File: src/rtl/pipe_front_ctrl.sv
// pipe_front_ctrl: fetch-side pipeline front end. Owns the PC, IF/ID and
// ID/EX registers and applies load-use stalls, EX bubbles and EX-stage
// branch redirects to them. Feeds decoded register fields back to the
// hazard detector and keeps saturating stall/redirect counters.
//
// Control semantics (sampled at each rising edge, strict priority):
//   rst > redirect_valid > stall_if/stall_id/flush_ex > normal advance.
//   stall_if | stall_id holds the PC; stall_id holds IF/ID; flush_ex
//   replaces whatever would enter ID/EX with a bubble. A redirect clears
//   both pipeline registers and ignores every stall/flush request.
module pipe_front_ctrl #(
   parameter int              PC_W     = 8,
   parameter int              INSTR_W  = 16,
   parameter logic [PC_W-1:0] RESET_PC = '0,
   parameter logic [3:0]      LOAD_OP  = 4'h4
) (
   input  logic               clk,
   input  logic               rst,
   input  logic               stall_if,
   input  logic               stall_id,
   input  logic               flush_ex,
   input  logic               redirect_valid,
   input  logic [PC_W-1:0]    redirect_pc,
   input  logic [INSTR_W-1:0] imem_instr,
   output logic [PC_W-1:0]    pc_out,
   output logic               ifid_valid,
   output logic [INSTR_W-1:0] ifid_instr,
   output logic [PC_W-1:0]    ifid_pc,
   output logic [1:0]         id_ra,
   output logic [1:0]         id_rb,
   output logic               idex_valid,
   output logic [INSTR_W-1:0] idex_instr,
   output logic [PC_W-1:0]    idex_pc,
   output logic [1:0]         ex_dest_reg,
   output logic               ex_mem_read,
   output logic [15:0]        stall_cnt,
   output logic [15:0]        flush_cnt
);

   // A stalled ID stage must also freeze fetch, otherwise the instruction
   // fetched this cycle would be lost.
   logic pc_hold;
   assign pc_hold = stall_if | stall_id;

   // PC: reset, redirect, hold, or increment (wraps naturally at 2^PC_W).
   always_ff @(posedge clk) begin
      if (rst)
         pc_out <= RESET_PC;
      else if (redirect_valid)
         pc_out <= redirect_pc;
      else if (!pc_hold)
         pc_out <= pc_out + PC_W'(1);
   end

   // IF/ID: cleared by a redirect, frozen by stall_id, else captures fetch.
   always_ff @(posedge clk) begin
      if (rst || redirect_valid) begin
         ifid_valid <= 1'b0;
         ifid_instr <= '0;
         ifid_pc    <= '0;
      end else if (!stall_id) begin
         ifid_valid <= 1'b1;
         ifid_instr <= imem_instr;
         ifid_pc    <= pc_out;
      end
   end

   // ID/EX: bubble on redirect or flush_ex, else takes IF/ID. Flushing
   // while ID is stalled keeps the held instruction from being duplicated.
   always_ff @(posedge clk) begin
      if (rst || redirect_valid || flush_ex) begin
         idex_valid <= 1'b0;
         idex_instr <= '0;
         idex_pc    <= '0;
      end else begin
         idex_valid <= ifid_valid;
         idex_instr <= ifid_instr;
         idex_pc    <= ifid_pc;
      end
   end

   // Saturating counters: PC-hold cycles (redirect cycles excluded) and redirects.
   always_ff @(posedge clk) begin
      if (rst) begin
         stall_cnt <= '0;
         flush_cnt <= '0;
      end else if (redirect_valid) begin
         if (flush_cnt != 16'hFFFF)
            flush_cnt <= flush_cnt + 16'd1;
      end else if (pc_hold) begin
         if (stall_cnt != 16'hFFFF)
            stall_cnt <= stall_cnt + 16'd1;
      end
   end

   // Decoded fields handed back to the hazard detector.
   always_comb begin
      id_ra       = ifid_instr[3:2];
      id_rb       = ifid_instr[1:0];
      ex_dest_reg = idex_instr[5:4];
      ex_mem_read = idex_valid & (idex_instr[15:12] == LOAD_OP);
   end

endmodule

File: config.mk
export PLATFORM = sky130hd
export DESIGN_NAME = pipe_front_ctrl
export DESIGN_NICKNAME = d
export VERILOG_FILES = /design/src/rtl/pipe_front_ctrl.sv
export SDC_FILE = /design/constraint.sdc
export NUM_CORES = 1
export LEC_CHECK = 0
export ABC_AREA = 1
export BUFFER_PORTS_ARGS = -buffer_cell sky130_fd_sc_hd__buf_2
export CORE_MARGIN = 2
export CORE_UTILIZATION = 47
export CTS_BUF_LIST = sky130_fd_sc_hd__clkbuf_16
export DETAILED_ROUTE_END_ITERATION = 8
export GPL_TIMING_DRIVEN = 0
export PLACE_DENSITY = 0.75
export SLEW_MARGIN = 10
export SYNTH_ARGS = -nofsm -noshare
export SYNTH_HDL_FRONTEND = slang
export SYNTH_SLANG_ARGS = --single-unit
File: constraint.sdc
create_clock -name clk -period 3 [get_ports clk]
set_input_delay 0.3 -clock clk [delete_from_list [all_inputs] [get_ports clk]]
set_output_delay 0.3 -clock clk [all_outputs]
set_load 0.02 [all_outputs]
==> summary.txt, run 1 <==
Status
  – Status: complete, no violations

Cells and area
  – # fillers: roughly 810
  – Area of the multi-input gates: roughly 1700 um^2
  – Reg area: 1800 um^2
  – Most frequent cells in the layout: 127 x buf_2, 118 x nand2_1, 90 x dfxtp_1, 59 x nor2_1, 54 x a21oi_1
  – Final std cells w/o fill: between 700 and 800
  – Layout cells sized above 1: ~28%
  – Diode count: 0
  – Area growth syn-to-layout: 26.1%
  – Leading cell type in the layout, fill and taps excluded: buf_2
  – Number of nets in the final layout: 697

Route
  – DRC Markers: 0
  – Router iterations before antenna repair: 4
  – Total number of vias: 3,774
  – DR WL/cell: 12.4 um
  – Post-Route WL: 9610 um
  – Vias per inst: ~5
  – First DRT Iteration DRCs: 91
  – Antenna-violating nets left: 0

Min path
  – Min-Delay Path Class: in2reg

Worst setup path
  – Worst Path Required: around 3.2 ns
  – Worst-path maximum fanout: 10
  – Crit path max-delay family: simple AND/OR/NAND/NOR gates
  – Slowest stage delay, CP: around 0.46 ns
  – Critical path capture point type: flop
  – Cell mode on critical path: nand2_1
  – Max stage delay cell, worst path: dfxtp_1
  – Kind of critical path: reg2reg
  – CP Buf/Inv Count: 1
  – Cell Chain, Critical Path: ha_1 > nand2_1 > nor2_1 > nand2_1 > nor2_1 > nor2_4 > buf_6 > nand2_1 > a21oi_1
  – Startpoint Class: flop
  – Critical Path AT: around 2.1 ns

Yosys
  – Synthesis-stage register bit count: 90
  – Area share of the largest cell type after synthesis: between 40% and 50%
  – Synth area leaders: dfxtp_1 46%, nand2_1 11%, a21oi_1 6.9%
  – Sequential share of the synthesized area: roughly 46%
  – Ys Warns: 0
  – Syn nets: 562
  – Cell Area, Synth: 3920 um^2
  – Cell accounting for the most synthesized area: dfxtp_1
  – Yosys cell types: 27
  – Post-Synthesis Cells: roughly 530
  – Syn Area/Cell: roughly 7.4 um^2

Power and ir drop
  – Final Total Pwr: approximately 2.5 mW
  – Internal power: ~1.9 mW
  – Reg power frac: 50.1%
  – Sw Ratio: about a quarter
  – Max VDD drop: 0.000409 V
  – Pwr per Cell Area: 505 nW/um^2
  – Clk pwr share: 41.1%
  – Net Sw Power: about 640 uW
  – LEAKAGE: 2.22 nW
  – Logic pwr share: 8.9%

Place
  – IO buf count: around 120
  – Dpl ws: between 1 and 1.5 ns
  – Hpwl dp: 7280 um
  – Dpl cells: 758
  – GP Congestion: between 0.7 and 0.8

STA
  – Endpoints failing setup: 0
  – Clock skew: about 0.0052 ns
  – Fin. Hold Viols: 0
  – Final slew viol count: 0
  – Setup TNS Final: 0 ns
  – Tcrit/Tclk final: between 60 and 70%
  – Worst Slack Setup Final: about 1.1 ns
  – Relative slew slack: between 60% and 70%
  – Max Freq: ~0.54 GHz
  – Measured slew at the worst slew-check pin: 0.478 ns
  – Min Tclk post-route: between 1.5 and 2 ns
  – RSZ-0062 raised after global routing: false

CTS
  – Root buf cell: clkbuf_16
  – Htree depth: 3
  – Total CTS buffers: 9
  – CTS tree: done
  – CTS clk-pin slew, worst paths: 0.06 ns
  – Setup bufs post-CTS: 0
  – Clock sink total: 90
  – Worst skew pair latency: ~0.33 ns
  – Cts hold-fix bufs: 0
  – Clock buffer depth: 2
  – Post-CTS Resized: 0

Global routing
  – Number of global-route vias before repair: approximately 3,300
  – Largest net degree at the start of global routing: 16
  – First-pass GRT wire length: approximately 15,000 um
  – Initial antenna violation count: 0
  – Total grt overflow: 0
  – All-Layer GR Usage: a little over a fifth

Floorplan
  – Initial core utilization: ~48%
  – Die Area: between 9000 and 10,000 um^2
  – Die width: 95.3 um
  – Row cnt: 33
  – Die height: roughly 95 um
  – Core region area: about 8100 um^2
  – Io pins: 127

Job
  – Max_cap viols: 0
## routing by layer
layer	track usage, %	up-vias	wire length [um]
met5	0	-	0
met4	5.56	0	80
met3	5.85	7	698
met2	37.9	101	4680
met1	25.9	1710	4140
li1	-	1956	-
## per-stage QoR
step                      util [%]  cell area (um^2)  hold WS (ns)
after global placement        57.4              4670         0.438
after CTS                     60.7              4940         0.233
final                         60.7              4940         0.241
after detailed placement      57.4              4670         0.442
after floorplan                  -              3920         0.455
after global routing          60.7              4940         0.238
## area by class of cell
| type | instances | share of cell area (%) |
|---|---|---|
| multi-input cells | 357 | 35.4 |
| well taps | 105 | 2.66 |
| clock inverters | 7 | 0.887 |
| flip-flops and latches | 90 | 36.5 |
| plain buffers | 25 | 3.12 |
| repair buffers | 124 | 12.6 |
| inverters | 57 | 4.33 |
| clock buffers | 9 | 4.56 |
## worst register-to-register path, cell delays in order (launching register included)
cell and delay, ns:
dfxtp_1 0.46, ha_1 0.25, nand2_1 0.06, nor2_1 0.18
nand2_1 0.16, nor2_1 0.24, nor2_4 0.10, buf_6 0.15
nand2_1 0.07, a21oi_1 0.06
## synth_stat cells
library cell,count
nor2_1,59
buf_6,4
buf_2,3
dfxtp_1,90
xor2_1,9
buf_4,7
inv_1,53
inv_2,4
or2_1,1
nor2_2,25
nor3_1,1
nand3_1,23
nor4_1,1
nor2_4,4
nand3b_1,3
o21ai_4,1
xnor2_1,5
a31oi_1,2
a211oi_1,2
o221ai_1,1
a21oi_1,54
nand2_1,118
ha_1,3
clkbuf_1,11
nand2_2,3
nand4_1,10
o21ai_0,32
## worst paths after layout
check / slack [ns] / startpoint / endpoint / cells after the start
worst max-delay path: 1.13 / stall_cnt[0] / stall_cnt[3] / 9
worst min register to register: 0.45 / ifid_instr[12] / idex_instr[12] / 2
worst min-delay path: 0.24 / imem_instr[13] / ifid_instr[13] / 3
worst max register to register: 1.13 / stall_cnt[0] / stall_cnt[3] / 9
## power groups by stage
stage | clock (mW) | combinational [mW] | sequential (mW)
4_1_cts | 1.04 | 0.224 | 1.25
2_1_floorplan | 0 | 0.106 | 1.31
3_5_place_dp | 0 | 0.223 | 1.28
3_3_place_gp | 0 | 0.218 | 1.27
5_1_grt | 1.10 | 0.246 | 1.25
6_report | 1.02 | 0.222 | 1.25
## state kept, by name, summed over array words and instances, names as in the netlist
name / cells
idex_instr: 16
stall_cnt: 16
ifid_pc: 8
idex_valid: 1
flush_cnt: 16
pc_out: 8
ifid_valid: 1
ifid_instr: 16
idex_pc: 8
## kinds of logic after synthesis
logic type / Yosys count / share of synthesized area, %
simple gates: 248 / 28.2
compound gates: 92 / 12.3
flops: 90 / 46.0
buf+inv: 82 / 9.40
xor+xnor: 14 / 3.13
fa+ha+maj: 3 / 0.959
Power figures use the tool's default switching activity.
==> run 2, diff against run 1 <==
--- a/config.mk
+++ b/config.mk
@@ -8,11 +8,11 @@
 export ABC_AREA = 1
 export BUFFER_PORTS_ARGS = -buffer_cell sky130_fd_sc_hd__buf_2
 export CORE_MARGIN = 2
-export CORE_UTILIZATION = 47
+export CORE_UTILIZATION = 46
 export CTS_BUF_LIST = sky130_fd_sc_hd__clkbuf_16
 export DETAILED_ROUTE_END_ITERATION = 8
 export GPL_TIMING_DRIVEN = 0
-export PLACE_DENSITY = 0.75
+export PLACE_DENSITY = 0.76
 export SLEW_MARGIN = 10
 export SYNTH_ARGS = -nofsm -noshare
 export SYNTH_HDL_FRONTEND = slang
==> constraint.sdc (replaced) <==
create_clock -name clk -period 1.59 [get_ports clk]
set_input_delay 0.159 -clock clk [delete_from_list [all_inputs] [get_ports clk]]
set_output_delay 0.159 -clock clk [all_outputs]
set_load 0.02 [all_outputs]
==> summary.txt, run 2 (synthesis gave the netlist of run 1 again) <==
Status
  – Status: complete, no violations

Route
  – First DRT Iteration DRCs: 110 (+21%)
  – Antenna-violating nets left: 0 (unchanged)
  – Post-Route WL: 9890 um (+3.0%)
  – Total number of vias: 3,872 (+2.6%)
  – Router iterations before antenna repair: 5 (+1)
  – Vias per inst: 4.97 (+1.9%)
  – DR WL/cell: 12.7 um (+2.3%)
  – DRC Markers: 0 (unchanged)

STA
  – Relative slew slack: 67.4% (-0.77 points)
  – Clock skew: 0.00570 ns (+0.000493 ns)
  – Tcrit/Tclk final: 97.7% (+35 points)
  – Max Freq: 0.644 GHz (+20%)
  – Endpoints failing setup: 0 (unchanged)
  – Measured slew at the worst slew-check pin: 0.489 ns (+0.0116 ns)
  – Min Tclk post-route: 1.55 ns (-0.312 ns)
  – Min Hold Slack: 0.0943 ns (-0.147 ns)
  – Fin. Hold Viols: 0 (unchanged)
  – Final slew viol count: 0 (unchanged)

CTS
  – CTS tree: done
  – Htree depth: 3 (unchanged)
  – Total CTS buffers: 9 (unchanged)
  – Clock sink total: 90 (unchanged)
  – Worst skew pair latency: 0.33 ns (about the same)
  – Root buf cell: clkbuf_16
  – CTS clk-pin slew, worst paths: 0.07 ns (about the same)
  – Clock buffer depth: 2 (unchanged)

Power and ir drop
  – LEAKAGE: 2.27 nW (+2.1%)
  – Pwr per Cell Area: 956 nW/um^2 (+89%)
  – Max VDD drop: 0.000497 V (+22%)

Cells and area
  – Layout cells sized above 1: 31.0% (+2.6 points)
  – Diode count: 0 (unchanged)
  – Leading cell type in the layout, fill and taps excluded: buf_2
  – Fin util: 61.4% (+0.71 points)
  – # fillers: 802 (-0.50%)
  – Most frequent cells in the layout: 126 x buf_2, 116 x nand2_1, 84 x dfxtp_1, 56 x nor2_1, 54 x a21oi_1
  – Number of nets in the final layout: 702 (+0.72%)
  – Area growth syn-to-layout: 28.9%

Min path
  – Hold Path Depth: 3 (unchanged)
  – Min-Delay Path Class: in2reg

Worst setup path
  – Slowest stage delay, CP: 0.38 ns (-0.08 ns)
  – Setup slack, reg-to-reg: 0.04 ns (-1.10 ns)
  – Worst-path maximum fanout: 10 (unchanged)
  – Kind of critical path: reg2reg
  – Max stage delay cell, worst path: dfxtp_4
  – Critical Path AT: 1.75 ns (-0.32 ns)
  – Cell Chain, Critical Path: ha_4 > nand2_1 > nor2_2 > nand2_4 > nor2_4 > nor2_4 > buf_6 > nand2_1 > a21oi_1
  – Critical path capture point type: flop
  – Worst Path Required: 1.79 ns (-1.41 ns)
  – Startpoint Class: flop
  – Reg2Reg Depth: 9 (unchanged)

Floorplan
  – Initial core utilization: 47.6% (-0.48 points)
  – Core region area: 8220 um^2 (+1.0%)
  – Io pins: 127 (unchanged)
  – Row cnt: 33 (unchanged)
  – Die height: 96.3 um (+1.0%)
  – Die width: 96.3 um (+1.0%)
  – Die Area: 9270 um^2 (+2.1%)

Global routing
  – All-Layer GR Usage: 20.9% (-0.58 points)
  – Largest net degree at the start of global routing: 18 (+2)
  – Total grt overflow: 0 (unchanged)
  – First-pass GRT wire length: 15,200 um (-0.72%)
  – Met3 Usage GRT: 3.76% (-2.1 points)
  – Number of global-route vias before repair: 3,413 (+1.9%)
  – M2 GR Usage: 37.8% (-0.064 points)
  – Met1 Use GR: 24.9% (-0.96 points)
  – Initial antenna violation count: 0 (unchanged)
  – Grt peak-use layer: met2

Place
  – IO buf count: 124 (unchanged)
  – Hpwl dp: 7320 um (+0.47%)
  – GP Congestion: 0.855 (+7.4%)

Job
  – Max_cap viols: 0 (unchanged)
-- run 2: worst paths after layout --
check                         to      startpoint
setup / recovery   stall_cnt[11]    stall_cnt[1]
hold / removal         pc_out[0]  redirect_pc[0]
setup reg to reg   stall_cnt[11]    stall_cnt[1]
hold reg to reg   idex_instr[11]  ifid_instr[11]
-- run 2: layer usage --
metal | wire (um) | share of wire (%)
met5 | 0 | 0
met1 | 4170 | 42
met4 | 94 | 0.95
met2 | 4920 | 50
met3 | 702 | 7.1
-- run 2: power breakdown --
part / switching, mW / internal, mW / leakage [nW]
combinational: 0.281 / 0.153 / 1.39
sequential: 0.0478 / 2.31 / 0.734
clock: 0.940 / 1.09 / 0.142
-- run 2: worst max-delay path: cells and delay by family, from the launching register on --
family / cells / cell delay (ns)
buffers and inverters: 1 / 0.14
DFF: 1 / 0.38
and+or+nand+nor: 6 / 0.68
AOI/OAI and AO/OA: 1 / 0.07
adders and majority gates: 1 / 0.15
-- run 2: area by class of cell --
cell class	instances	area [um^2]	area share [%]
timing repair buffer	128	651	12.9
clock inverter	7	61.3	1.22
multi-input combinational	358	1790	35.5
sequential	90	1810	36.0
inverter	57	214	4.24
tap	105	131	2.60
buffer	25	156	3.10
clock buffer	9	225	4.46
-- run 2: stage by stage --
step / worst slack [ns] / setup TNS, ns / cells / total power, mW / area, um^2
4_1_cts: 0.00602 / 0 / 774 / 4.87 / 4970
6_report: 0.0371 / 0 / 779 / 4.82 / 5040
3_5_place_dp: -0.116 / -0.951 / 758 / 2.83 / 4670
5_1_grt: -0.0478 / -0.154 / 779 / 5.03 / 5040
2_1_floorplan: 0.0189 / 0 / 529 / 2.67 / 3920
3_3_place_gp: -0.0766 / -0.661 / 758 / 2.82 / 4670
-- run 2: repair_timing --
action,CTS,global route
gates resized for setup,6,12
hold buffers,0,0
pin swaps,1,4
cloned,0,1
buffers inserted,0,4
setup endpoints to repair,17,23
